**src/rtl/uart_tx_cfg.sv**
```systemverilog
// Runtime-configurable UART transmitter: 5..NB_DATA data bits, none/even/odd parity, 1 or 2 stop bits.
// Latency: o_tx shows the start bit 1 clock after acceptance; each bit lasts SB_TICK baud ticks.
// Backpressure: o_ready is high only in IDLE; a word transfers on i_valid && o_ready.
module uart_tx_cfg #(
  parameter int NB_DATA  = 8,
  parameter int SB_TICK  = 16,
  parameter int NB_NBITS = 4
) (
  input  logic                i_clk,
  input  logic                i_reset_n,
  input  logic                i_tick,
  input  logic                i_valid,
  output logic                o_ready,
  input  logic [NB_DATA-1:0]  i_data,
  input  logic [NB_NBITS-1:0] i_nbits,
  input  logic                i_parity_en,
  input  logic                i_parity_odd,
  input  logic                i_two_stop,
  output logic                o_tx,
  output logic                o_busy,
  output logic                o_tx_done_tick
);

  // Tick counter must reach 2*SB_TICK-1 for the two-stop-bit case.
  localparam int TW = $clog2(2 * SB_TICK);
  localparam logic [TW-1:0]       LAST_ONE = TW'(SB_TICK - 1);
  localparam logic [TW-1:0]       LAST_TWO = TW'(2 * SB_TICK - 1);
  localparam logic [NB_NBITS-1:0] MIN_BITS = NB_NBITS'(5);
  localparam logic [NB_NBITS-1:0] MAX_BITS = NB_NBITS'(NB_DATA);

  typedef enum logic [2:0] {
    S_IDLE   = 3'd0,
    S_START  = 3'd1,
    S_DATA   = 3'd2,
    S_PARITY = 3'd3,
    S_STOP   = 3'd4
  } state_t;

  state_t                state;
  logic [TW-1:0]         tick_cnt;
  logic [NB_NBITS-1:0]   bit_cnt;
  logic [NB_DATA-1:0]    data_buf;
  logic [NB_NBITS-1:0]   nbits_eff;
  logic                  par_en;
  logic                  par_bit;
  logic                  two_stop;
  logic                  tx_reg;
  logic                  done_reg;

  logic [NB_NBITS-1:0]   nbits_clamp;
  logic [NB_DATA-1:0]    data_mask;
  logic [NB_DATA-1:0]    data_masked;
  logic                  par_calc;
  logic [TW-1:0]         stop_last;

  // Clamp the requested length and build the mask/parity captured at acceptance.
  always_comb begin
    nbits_clamp = i_nbits;
    if (i_nbits < MIN_BITS) begin
      nbits_clamp = MIN_BITS;
    end else if (i_nbits > MAX_BITS) begin
      nbits_clamp = MAX_BITS;
    end
    data_mask = '0;
    for (int i = 0; i < NB_DATA; i++) begin
      data_mask[i] = (NB_NBITS'(i) < nbits_clamp);
    end
    data_masked = i_data & data_mask;
    par_calc    = (^data_masked) ^ i_parity_odd;
    stop_last   = two_stop ? LAST_TWO : LAST_ONE;
  end

  // Frame sequencer; o_tx is registered from the current state so it lags state entry by one clock.
  always_ff @(posedge i_clk or negedge i_reset_n) begin
    if (!i_reset_n) begin
      state     <= S_IDLE;
      tick_cnt  <= '0;
      bit_cnt   <= '0;
      data_buf  <= '0;
      nbits_eff <= '0;
      par_en    <= 1'b0;
      par_bit   <= 1'b0;
      two_stop  <= 1'b0;
      tx_reg    <= 1'b1;
      done_reg  <= 1'b0;
    end else begin
      done_reg <= 1'b0;
      case (state)
        S_IDLE: begin
          tx_reg <= 1'b1;
          // A tick coinciding with acceptance is deliberately not counted.
          if (i_valid) begin
            data_buf  <= data_masked;
            nbits_eff <= nbits_clamp;
            par_en    <= i_parity_en;
            par_bit   <= par_calc;
            two_stop  <= i_two_stop;
            tick_cnt  <= '0;
            state     <= S_START;
          end
        end
        S_START: begin
          tx_reg <= 1'b0;
          if (i_tick) begin
            if (tick_cnt == LAST_ONE) begin
              tick_cnt <= '0;
              bit_cnt  <= '0;
              state    <= S_DATA;
            end else begin
              tick_cnt <= tick_cnt + TW'(1);
            end
          end
        end
        S_DATA: begin
          tx_reg <= data_buf[0];
          if (i_tick) begin
            if (tick_cnt == LAST_ONE) begin
              tick_cnt <= '0;
              data_buf <= data_buf >> 1;
              if (bit_cnt == nbits_eff - NB_NBITS'(1)) begin
                state <= par_en ? S_PARITY : S_STOP;
              end else begin
                bit_cnt <= bit_cnt + NB_NBITS'(1);
              end
            end else begin
              tick_cnt <= tick_cnt + TW'(1);
            end
          end
        end
        S_PARITY: begin
          tx_reg <= par_bit;
          if (i_tick) begin
            if (tick_cnt == LAST_ONE) begin
              tick_cnt <= '0;
              state    <= S_STOP;
            end else begin
              tick_cnt <= tick_cnt + TW'(1);
            end
          end
        end
        S_STOP: begin
          tx_reg <= 1'b1;
          if (i_tick) begin
            if (tick_cnt == stop_last) begin
              tick_cnt <= '0;
              done_reg <= 1'b1;
              state    <= S_IDLE;
            end else begin
              tick_cnt <= tick_cnt + TW'(1);
            end
          end
        end
        default: begin
          tx_reg   <= 1'b1;
          tick_cnt <= '0;
          state    <= S_IDLE;
        end
      endcase
    end
  end

  assign o_ready        = (state == S_IDLE);
  assign o_busy         = (state != S_IDLE);
  assign o_tx           = tx_reg;
  assign o_tx_done_tick = done_reg;

endmodule

```
**config.mk**
```make
export PLATFORM = sky130hd
export DESIGN_NAME = uart_tx_cfg
export DESIGN_NICKNAME = d
export VERILOG_FILES = /design/src/rtl/uart_tx_cfg.sv
export SDC_FILE = /design/constraint.sdc
export NUM_CORES = 1
export LEC_CHECK = 0
export ABC_AREA = 1
export BUFFER_PORTS_ARGS = -buffer_cell sky130_fd_sc_hd__buf_4
export CAP_MARGIN = 20
export CORE_UTILIZATION = 57
export CTS_CLUSTER_DIAMETER = 60
export DETAILED_ROUTE_END_ITERATION = 8
export PLACE_DENSITY_LB_ADDON = 0.15
export SLEW_MARGIN = 20
export SYNTH_ARGS = -nofsm -noshare
export SYNTH_HDL_FRONTEND = slang
export SYNTH_SLANG_ARGS = --single-unit
```
**constraint.sdc**
```tcl
create_clock -name i_clk -period 1.8 [get_ports i_clk]
set_input_delay 0 -clock i_clk [delete_from_list [all_inputs] [get_ports i_clk]]
set_output_delay 0 -clock i_clk [all_outputs]
set_load 0.01 [all_outputs]
```
== Word-level counts from Yosys, hierarchy flattened ==
Index checks and enable logic that the tools add are counted.

* $mul: 0
* Bitwise operators: 2
* Muxes and demuxes: 35
* Magnitude comparators: 10
* Shifts and indexed selects: 0
* Reductions and logical operators: 11
* Add/sub/neg operators: 3
* Equal/unequal tests: 19
* Div/mod/pow operators: 0

{| class="wikitable"
|+ Operator list
! kind !! number
|-
| $mux 3 || 11
|-
| $mux 5 || 6
|-
| $mux 4 || 7
|-
| $mux 8 || 3
|-
| $ne 2x2->1 const B || 11
|-
| $lt 3x4->1 const A || 4
|-
| $pmux 8 s2 || 1
|-
| $pmux 3 s5 || 1
|-
| $pmux 5 s3 || 1
|-
| $reduce_and 10->1 || 1
|-
| $and 8x8->8 || 1
|-
| $lt 1x4->1 const A || 2
|-
| $lt 2x4->1 const A || 2
|-
| $pmux 4 s2 || 1
|-
| $reduce_xor 8->1 || 1
|-
| $eq 3x2->1 const B || 2
|-
| $reduce_and 6->1 || 1
|-
| $add 5x1->5 const B || 1
|-
| $eq 5x4->1 const B || 1
|-
| $eq 5x5->1 || 1
|-
| $add 4x1->4 const B || 1
|-
| $eq 4x4->1 || 1
|-
| $gt 4x4->1 const B || 1
|-
| $lt 4x3->1 const B || 1
|-
| 14 further kinds || 17
|}

* Latch bits: 0
* Output and inout port bits: 4
* Register bits after elaboration: 29
* ROM bits: 0
* Memories: 0
* Bits of input ports: 19
* Bits in writable memories: 0

== Depth between registers and ports, before layout ==
Gate-level depths: netlist of the first run.

* Depth in word-level cells: 7
* Mapped depth: 13

== Worst setup path after synthesis of the first run ==
Ideal clock, no wire load.

* Path kind: register to register
* From: register tick_cnt[0]
* To: register data_buf[5]
* Required time: 1.726 ns
* Stages on the path, launching flop included: 10
* Slack: 0.201 ns
* Period minus slack after synthesis: 1.599 ns
* Arrival time: 1.525 ns
* Path buffers: 1
* Setup time: 0.074 ns
* Cell sequence: dfrtp_1 -> ha_1 -> nand2_1 -> nor2_1 -> ha_1 -> nand4_1 -> nand2_4 -> buf_8 -> o211ai_2 -> o21ai_2

* Word-level cells in the longest chain between the ends: 3

{| class="wikitable"
|+ RTL lines
! what !! line !! text
|-
| from (decl) || 40 || <nowiki>logic [TW-1:0] tick_cnt;</nowiki>
|-
| from (signal assigned) || 110 || <nowiki>tick_cnt <= tick_cnt + TW'(1);</nowiki>
|-
| from (signal assigned) || 126 || <nowiki>tick_cnt <= tick_cnt + TW'(1);</nowiki>
|-
| from (signal assigned) || 137 || <nowiki>tick_cnt <= tick_cnt + TW'(1);</nowiki>
|-
| $eq 5x4->1 || 117 || <nowiki>if (tick_cnt == LAST_ONE) begin</nowiki>
|-
| $ne 2x2->1 (no line) || n/a ||
|-
| $reduce_and 4->1 (no line) || n/a ||
|-
| to (signal assigned) || 93 || <nowiki>data_buf <= data_masked;</nowiki>
|-
| to (signal assigned) || 119 || <nowiki>data_buf <= data_buf >> 1;</nowiki>
|-
| to (decl) || 42 || <nowiki>logic [NB_DATA-1:0] data_buf;</nowiki>
|}

Every way passes these cells.
A chain may end at the register's enable or synchronous reset.

== Worst setup path in the final report of the first run ==
Ends and elaborated chain as after synthesis.

==> results.txt, run 1 <==
DRT Pass-1 Iters - 4
Post-DP HPWL - 2.657 mm
N_diodes - 0
Initial DRC Count - 39
Startpoint Class - register
Area leader, netlist - dfrtp_1
# DRC - 0
DIE HEIGHT - 59.12 microns
I/O pin total - 23
CP endpoint kind - register
GRT Util Overall - 0.2469
Initial antenna violation count - 0
WL final - 3.832 mm
Drt wl/cell - 11.20 microns
Finished Core Util - 0.7459
GRT overflow - 0
CTS Root Cell - clkbuf_4
Share of cells above drive strength 1 - 0.2081
CTS buffer count - 5
Setup TNS Final - 0 ps
Mapped Area - 0.001859 sq mm
Clock-pin slew of the registers on the worst-case setup and hold paths - 100 ps
Synth unique cells - 31
Clock sinks - 29
Cell area power density - 1261 mW/mm^2
Crit Path Category - register to register
CTS Buffer Depth - 2
Clock insertion delay at the later pin of the skew report - 330 ps
Filler Cell Count - 255
Slowest cell delay on critical path - 380 ps
DRT antenna net count - 0
CP Max Fanout - 7
Status - complete, no violations
MaxCap Viol Count - 0
First-pass GRT wire length - 6.403 mm
Worst vdd ir - 0.0009214 V
Htree depth - 2
Cells after Synth - 254
Largest net degree at the start of global routing - 30
Avg Cell Area, Syn - 7.320 sq um
Yosys Warn Count - 0
Syn-to-layout area delta - 23.49%
Die Width - 59.12 microns
Initial Utilization - 0.6041
Fmax - 0.5754 GHz
Final nets - 321
Setup violators final - 0
Top cell type's share of synthesized area - 0.3769
Syn nets - 278
Seq/Total Area, Yosys - 0.3910
Tightest Pin Transition - 362.7 ps
Power, Total - 2896 uW
Pint - 1635 uW
Vias in the first global route - 1547
Crit-path most repeated cell - nand2_2
Clock Skew - 10.75 ps
Core area - 0.003078 sq mm
Sw Share - 0.4352
Req. time, crit path - 2070 ps
CTS tree - done
Share of power burned in the clock network - 0.146
Placer Congestion - 0.8192
Arrival @ worst endpoint - 2000 ps
Comb power frac - 0.492
CP bufs+invs - 0
Slew margin rel. - 0.7582
Floorplan row count - 20
Crit path max-delay family - simple AND/OR/NAND/NOR gates
CP cell instances - ha_2 -> nand2_2 -> nor2_4 -> ha_4 -> nand4_1 -> nand2_2 -> o211ai_2 -> o21ai_2
DR vias/cell - 4.947
Part of the cycle the worst path needs - 0.9656
Die area - 0.003495 sq mm
Slowest CP cell - dfrtp_1
Final min period - 1738 ps
Fin. Hold Viols - 0
Hold Path Class - input pin to register
Synth top area cells - dfrtp_1, nand2_1, inv_1
LEAKAGE - 0.001212 uW
Slew Viols, Final - 0
IO buf count - 22
Yosys reg bits - 29
Sequential power share - 0.361
Vias - 1692
NetSw - 1260 uW
==> per-stage QoR <==
stage	cells	hold slack [ps]	worst slack (ps)	area [sq um]
global route	342	44.39	-22.81	2296
finish	342	19.14	61.98	2296
floorplan	254	-295.6	200.8	1859
global placement	319	-59.60	152.6	2063
CTS	338	6.004	29.26	2232
detailed placement	319	-55.24	39.98	2063
==> worst reg2reg max path: stages (launching register included) <==
cell	delay, ps
dfrtp_1	380
ha_2	220
nand2_2	80
nor2_4	170
ha_4	170
nand4_1	250
nand2_2	240
o211ai_2	110
o21ai_2	60
==> synthesized netlist by cell type (all sizes together) <==
cell type  number
buf             3
o21ai          21
nand4           5
nor2           19
ha              5
nand3b          2
nand2          88
nand3          22
a31oi           1
xnor2           3
o221ai          1
a21oi           3
inv            41
o211ai          6
dfstp           1
dfrtp          28
xor2            4
nor3            1
==> logic make-up after synthesis <==
kind of cell	after synthesis	share of synthesized area
simple gates	137	0.3277
fa+ha+maj	5	0.03365
buf+inv	44	0.1023
xor+xnor	7	0.03298
compound gates	32	0.1124
flops	29	0.3910
==> sequential cells by signal (all words and copies together), names as in the netlist <==
name            count
nbits_eff           4
par_en              1
tick_cnt            5
o_tx                1
data_buf            8
o_tx_done_tick      1
two_stop            1
state               3
par_bit             1
bit_cnt             4
==> layout make-up <==
| class | count | area (sq um) | share of cell area |
|---|---|---|---|
| Multi-Input combinational cell | 182 | 983.4 | 0.4283 |
| Tap cell | 44 | 55.05 | 0.02398 |
| Timing Repair Buffer | 38 | 312.8 | 0.1362 |
| Inverter | 41 | 158.9 | 0.06921 |
| Clock buffer | 8 | 58.81 | 0.02561 |
| Sequential cell | 29 | 726.9 | 0.3166 |
==> what timing repair did <==
item	4_1_cts	5_1_grt
hold buffers	11	0
resized for setup	0	11
endpoints found under the hold margin	39	0
setup buffers	0	3
endpoints found under the setup margin	0	15
==> power groups by stage <==
stage / clock, uW / combinational, uW / sequential (uW)
after global routing: 452 / 1650 / 1070
after floorplan: 0 / 1050 / 1020
after global placement: 0 / 1300 / 1050
after CTS: 424 / 1350 / 1040
after detailed placement: 0 / 1330 / 1050
final: 424 / 1430 / 1050
==> per-layer routing <==
metal	vias up	share of wire	global-route usage
met5	-	0	0
met4	0	0.026	0.1395
met3	9	0.022	0.04148
met2	24	0.49	0.3896
met1	765	0.46	0.3212
li1	894	-	-
==> final timing paths <==
kind | startpoint | to | slack (ps) | cells after the start
setup / recovery | tick_cnt[0] | data_buf[5] | 60 | 8
hold / removal | i_valid | tick_cnt[1] | 20 | 4
setup reg to reg | tick_cnt[0] | data_buf[5] | 60 | 8
hold reg to reg | par_bit | par_bit | 510 | 2
max in group asynchronous | i_reset_n | o_tx | 1370 | 2
min in group asynchronous | i_reset_n | data_buf[6] | 120 | 2
==> cells in the final DEF, fill, tap and decap left out, types with 3 or more instances in the layout <==
cell and n:
nand2_1 84, inv_1 35, dfrtp_1 28, buf_4 27
nand3_1 21, nor2_1 12, o21ai_0 12, dlygate4sd3_1 11
nand4_1 5, o21ai_1 5, clkbuf_4 5, inv_2 4
nand2_2 4, xor2_1 4, o21ai_2 4, o211ai_1 4
nor2_2 3, nor2_4 3, xnor2_1 3, ha_1 3
Note: power is estimated with default switching activity, not from simulation.
==> run 2: changes to the inputs <==
--- a/config.mk
+++ b/config.mk
@@ -5,7 +5,6 @@
 export SDC_FILE = /design/constraint.sdc
 export NUM_CORES = 1
 export LEC_CHECK = 0
-export ABC_AREA = 1
 export BUFFER_PORTS_ARGS = -buffer_cell sky130_fd_sc_hd__buf_4
 export CAP_MARGIN = 20
 export CORE_UTILIZATION = 57
==> results.txt, run 2 <==
Status - complete, but fails checks
Failing checks - negative setup slack
Area leader, netlist - dfrtp_1
Worst vdd ir - 0.0008803 V (-4.5%)
Synth unique cells - 47 (+52%)
Slowest cell delay on critical path - 370 ps (about the same)
Layout Cells excl Fill - 274 (-20%)
Footprint of the multi-input gates - 972.2 sq um (-1.1%)
Crit Path Category - register to register
Mux cell area share after synthesis - 0.02536 (+0.02536)
DIE HEIGHT - 57.04 microns (-3.5%)
Yosys Warn Count - 0 (unchanged)
R2R setup slack - -30 ps (-90 ps)
Fmax - 0.5461 GHz (-5.1%)
Cells after Synth - 193 (-24%)
Clock sinks - 29 (unchanged)
Vias - 1573 (-7.0%)
Clock-pin slew of the registers on the worst-case setup and hold paths - 90 ps (about the same)
Startpoint Class - register
Syn-to-layout area delta - 30.65%
LEAKAGE - 0.0009999 uW (-17%)
N_diodes - 0 (unchanged)
Count leader, synth - nand2_1
Slew Viols, Final - 0 (unchanged)
FFs w/ async S/R, synth - 1.000 (unchanged)
CTS Buffer Depth - 2 (unchanged)
GRT overflow - 0 (unchanged)
Fin. Hold Viols - 0 (unchanged)
DRT Pass-1 Iters - 4 (unchanged)
Power, Total - 2848 uW (-1.7%)
Max reg flops - 8 (unchanged)
Fin Hold WS - 114.8 ps (+95.64 ps)
Reg2reg path depth - 10 (+2)
Initial antenna violation count - 0 (unchanged)
Tightest Pin Transition - 592.3 ps (+229.6 ps)
CP endpoint kind - register
Die Width - 57.04 microns (-3.5%)
Req. time, crit path - 2040 ps (-30 ps)
First-pass GRT wire length - 6.568 mm (+2.6%)
WP depth - 10 (+2)
MaxCap Viol Count - 0 (unchanged)
Seq/Total Area, Yosys - 0.4210 (+0.03003)
Clock Skew - 8.583 ps (-2.171 ps)
RSZ-0062 raised after global routing - yes
Synth Area in Adders - 0.03623 (+0.002585)
CTS tree - done
Compound-cell area share of the yosys netlist - 0.1696 (+0.05718)
GRT Util Overall - 0.2638 (+0.01699)
DRT antenna net count - 0 (unchanged)
Cell area power density - 1262 mW/mm^2 (about the same)
Yosys reg bits - 29 (unchanged)
XOR/XNOR Fraction of Synth Area - 0.08478 (+0.05181)
Top cell type's share of synthesized area - 0.4058 (+0.02895)
CTS Root Cell - clkbuf_4
# DRC - 0 (unchanged)
Syn nets - 217 (-22%)
DR vias/cell - 5.741 (+16%)
Hold Path Class - input pin to asynchronous set/reset pin
Commonest cells after routing, fill and taps aside - buf_4, nand2_1, dfrtp_1
Largest net degree at the start of global routing - 30 (unchanged)
Synth Flop Type - dfrtp_1
Part of the cycle the worst path needs - 1.017 (+0.05167)
Filler Cell Count - 196 (-23%)
Sequential Area - 726.9 sq um (unchanged)
Slew margin rel. - 0.6028 (-0.1555)
Placed cells - 247 (-23%)
WL final - 3.984 mm (+4.0%)
Floorplan row count - 19 (-5.0%)
Htree depth - 2 (unchanged)
CTS buffer count - 5 (unchanged)
Mapped Area - 0.001727 sq mm (-7.1%)
Crit path max-delay family - simple AND/OR/NAND/NOR gates
Die area - 0.003254 sq mm (-6.9%)
Setup violators final - 4 (+4)
Most frequent cells after synthesis - nand2_1, dfrtp_1, nor2_1
Share of cells above drive strength 1 - 0.2675 (+0.05944)
Drt wl/cell - 14.54 microns (+30%)
CP Max Fanout - 8 (+1)
Most common cell after layout, fill and taps aside - buf_4
Placer Congestion - 0.8154 (-0.46%)
Clock insertion delay at the later pin of the skew report - 340 ps (about the same)
Final WS setup - -31.03 ps (-93.00 ps)
Biggest regs - data_buf x8, tick_cnt x5
Simple-gate share of the synthesized area - 0.2130 (-0.1147)
Final nets - 267 (-17%)
Synth top area cells - dfrtp_1, nand2_1, xnor2_1
Largest family of logic cells by synthesized area - simple AND/OR/NAND/NOR gates
Initial DRC Count - 63 (+62%)
Vias in the first global route - 1594 (+3.0%)
IO buf count - 22 (unchanged)
Avg Cell Area, Syn - 8.946 sq um (+22%)
CP bufs+invs - 2 (+2)
Largest register by flop count - data_buf
CP cell instances - ha_2 -> nand3_2 -> inv_2 -> ha_4 -> and2_4 -> mux2i_1 -> nor3_2 -> buf_6 -> o211ai_1 -> o21a_1
Core area - 0.002805 sq mm (-8.9%)
Final min period - 1831 ps (+93.00 ps)
Slowest CP cell - dfrtp_1
Initial Utilization - 0.6155 (+0.01146)
Post-DP HPWL - 2.677 mm (+0.74%)
Post-synth EDFFs - 0 (unchanged)
I/O pin total - 23 (unchanged)
Arrival @ worst endpoint - 2070 ps (+70 ps)
run 2: worst register-to-register path, stage by stage (launching register included):
cell and delay [ps]:
dfrtp_1 370, ha_2 190, nand3_2 100, inv_2 100, ha_4 140, and2_4 130
mux2i_1 80, nor3_2 260, buf_6 170, o211ai_1 80, o21a_1 110
run 2: cells by family after synthesis:
group,Yosys count
buffers and inverters,19
flip-flops,29
adder cells (fa/ha/maj),5
XOR/XNOR,15
AO/OA/AOI/OAI,45
AND/OR/NAND/NOR,76
multiplexers,4
run 2: per-stage QoR:
step           setup WS, ps  cell area [sq um]  setup TNS (ps)  utilization
3_5_place_dp         -62.06               1966          -94.60       0.7007
5_1_grt              -116.7               2256          -760.4       0.8042
6_report             -31.03               2256          -47.74       0.8042
4_1_cts               36.30               2197               0       0.7832
2_1_floorplan        -32.74               1739          -78.57            -
3_3_place_gp          26.08               1966               0       0.7007
run 2: power by group:
| group | switching (uW) | total (uW) | internal [uW] |
|---|---|---|---|
| clock network | 223 | 407 | 184 |
| registers | 190 | 1090 | 895 |
| logic | 698 | 1360 | 658 |
run 2: final timing paths:
check	startpoint	endpoint
setup / recovery	tick_cnt[1]	data_buf[5]
hold / removal	i_reset_n	o_tx_done_tick
setup reg to reg	tick_cnt[1]	data_buf[5]
hold reg to reg	par_bit	par_bit
max in group asynchronous	i_reset_n	o_tx
min in group i_clk	i_data[5]	data_buf[5]
run 2: final cells by class:
cell class	instances	area share
clock buffers	7	0.02440
repair buffers	51	0.1869
well taps	31	0.01719
inverters	11	0.01830
flip-flops and latches	29	0.3222
multi-input cells	145	0.4309
run 2: per-layer routing:
layer	vias to the layer above	global-route usage	routed length [microns]
met3	9	0.07483	198
met1	753	0.3051	1644
met4	0	0.1254	89
li1	760	-	-
met2	51	0.4521	2052
met5	-	0	0
run 2: what timing repair did:
action / CTS / global route
gates cloned: 1 / 0
hold endpoints to repair: 42 / 0
gates resized for setup: 4 / 9
pin swaps: 2 / 6
hold buffers: 14 / 0
buffers inserted: 2 / 3
endpoints found under the setup margin: 9 / 15
==> run 3: changes to the inputs <==
--- a/config.mk
+++ b/config.mk
@@ -10,7 +10,9 @@
 export CORE_UTILIZATION = 57
 export CTS_CLUSTER_DIAMETER = 60
 export DETAILED_ROUTE_END_ITERATION = 8
+export GPL_TIMING_DRIVEN = 0
 export PLACE_DENSITY_LB_ADDON = 0.15
+export REMOVE_ABC_BUFFERS = 1
 export SLEW_MARGIN = 20
 export SYNTH_ARGS = -nofsm -noshare
 export SYNTH_HDL_FRONTEND = slang
==> results.txt, run 3 (same netlist as run 2, synthesis figures left out) <==
Status - complete, but fails checks
Failing checks - design-rule violations
Slew margin rel. - 0.7356 (+0.1329)
Initial antenna violation count - 0 (unchanged)
CP Max Fanout - 3 (-5)
Cell area power density - 1254 mW/mm^2 (-0.63%)
Fin area - 0.002295 sq mm (+1.7%)
GRT Util Overall - 0.2510 (-0.01288)
Die area - 0.003254 sq mm (unchanged)
Post-DP HPWL - 2.383 mm (-11%)
CTS Buffer Depth - 2 (unchanged)
I/O pin total - 23 (unchanged)
Startpoint Class - register
DIE HEIGHT - 57.04 microns (unchanged)
Share of cells above drive strength 1 - 0.2946 (+0.02712)
Crit Path Category - register to register
Drt wl/cell - 14.60 microns (+0.43%)
Syn-to-layout area delta - 32.90%
Finished Core Util - 0.8180 (+0.01383)
DRT Pass-1 Iters - 6 (+2)
Setup violators final - 0 (-4)
First-pass GRT wire length - 6.216 mm (-5.4%)
Fin Hold WS - 113.3 ps (-1.440 ps)
# DRC - 2 (+2)
Req. time, crit path - 2040 ps (about the same)
N_diodes - 0 (unchanged)
Clock sinks - 29 (unchanged)
Htree depth - 2 (unchanged)
Post-DP Area - 0.001886 sq mm (-4.1%)
Initial Utilization - 0.6155 (unchanged)
Clock Skew - 11.14 ps (+2.556 ps)
Biggest regs - data_buf x8, tick_cnt x5
MaxCap Viol Count - 0 (unchanged)
Placer Congestion - 0.8028 (-1.5%)
CTS tree - done
WL final - 3.972 mm (-0.30%)
RSZ-0062 raised after global routing - yes
Vias - 1551 (-1.4%)
Core area - 0.002805 sq mm (unchanged)
Fmax - 0.5563 GHz (+1.9%)
Max reg flops - 8 (unchanged)
Tightest Pin Transition - 396.5 ps (-195.8 ps)
LEAKAGE - 0.0009946 uW (-0.54%)
DR vias/cell - 5.702 (-0.67%)
CP endpoint kind - register
Floorplan row count - 19 (unchanged)
Fin. Hold Viols - 0 (unchanged)
GRT overflow - 0 (unchanged)
Hold Path Class - input pin to asynchronous set/reset pin
Clock-pin slew of the registers on the worst-case setup and hold paths - 90 ps (about the same)
Die Width - 57.04 microns (unchanged)
Slew Viols, Final - 0 (unchanged)
Largest register by flop count - data_buf
Worst vdd ir - 0.0008498 V (-3.5%)
Commonest cells after routing, fill and taps aside - buf_4, nand2_1, dfrtp_1
CTS Root Cell - clkbuf_4
Arrival @ worst endpoint - 2040 ps (-30 ps)
Part of the cycle the worst path needs - 0.9987 (-0.01855)
Final min period - 1798 ps (-33.39 ps)
DRT antenna net count - 0 (unchanged)
Vias in the first global route - 1421 (-11%)
Clock insertion delay at the later pin of the skew report - 330 ps (about the same)
Most common cell after layout, fill and taps aside - buf_4
IO buf count - 22 (unchanged)
CTS buffer count - 5 (unchanged)
Initial DRC Count - 41 (-35%)
Final nets - 264 (-1.1%)
Largest net degree at the start of global routing - 30 (unchanged)
run 3: changes by cell type in the layout (fill, tap and decap cells not counted), moves of 2 or more:
cell	change
buf_4	-4
o31ai_4	+2
dfrtp_1	-3
dfrtp_2	+3
run 3: power breakdown:
| group | internal, uW | total, uW | switching, uW |
|---|---|---|---|
| Sequential | 897 | 1120 | 219 |
| Combinational | 649 | 1300 | 655 |
| Clock | 226 | 458 | 232 |
| Total | 1770 | 2880 | 1110 |
run 3: area by class of cell:
| class | instances | area [sq um] |
|---|---|---|
| fill | 176 | 510.5 |
| clock inverter | 1 | 5.005 |
| sequential | 29 | 730.7 |
| tap | 31 | 38.79 |
| clock buffer | 7 | 65.06 |
| multi-input combinational | 145 | 1011 |
| timing repair buffer | 48 | 402.9 |
| inverter | 11 | 41.29 |
run 3: path summary, 6_finish.rpt:
| path | start | end | slack (ps) | depth (start not counted) |
|---|---|---|---|---|
| max in group asynchronous | i_reset_n | o_tx | 1380 | 2 |
| worst max-delay path | tick_cnt[0] | tick_cnt[1] | 2 | 9 |
| worst min-delay path | i_reset_n | tick_cnt[2] | 110 | 2 |
| min in group i_clk | i_data[5] | data_buf[5] | 120 | 4 |
| worst min register to register | data_buf[5] | data_buf[5] | 500 | 1 |
| worst max register to register | tick_cnt[0] | tick_cnt[1] | 2 | 9 |
run 3: worst max-delay path, cell delays in order, from the launching register on:
cell and delay [ps]:
dfrtp_1 390, ha_2 210, nand3_2 100, inv_2 50, ha_4 160, buf_4 120, buf_4 140, nor3_2 190
o21bai_1 130, o21ai_0 220
run 3: layer usage:
metal | track usage | part of all wire | wire length, microns | up-vias
li1 | - | - | - | 760
met1 | 0.3209 | 0.43 | 1708 | 737
met2 | 0.4252 | 0.51 | 2023 | 44
met3 | 0.06803 | 0.043 | 171 | 10
met4 | 0.06272 | 0.017 | 69 | 0
met5 | 0 | 0 | 0 | -
run 3: per-stage QoR:
stage	setup TNS, ps	std cells	total power [uW]	setup slack (ps)
finish	0	272	2878	2.359
detailed placement	-4939	238	2139	-655.0
floorplan	-1481	185	1847	-263.7
global route	-711.9	272	3085	-123.4
CTS	-146.0	269	2708	-40.04
global placement	-4277	238	2080	-573.3
run 3: repair_timing:
item / CTS / global route
setup buffers: 9 / 4
endpoints found under the setup margin: 11 / 25
gates resized for setup: 8 / 20
hold buffers: 14 / 0
endpoints found under the hold margin: 42 / 0
pin swaps: 3 / 11
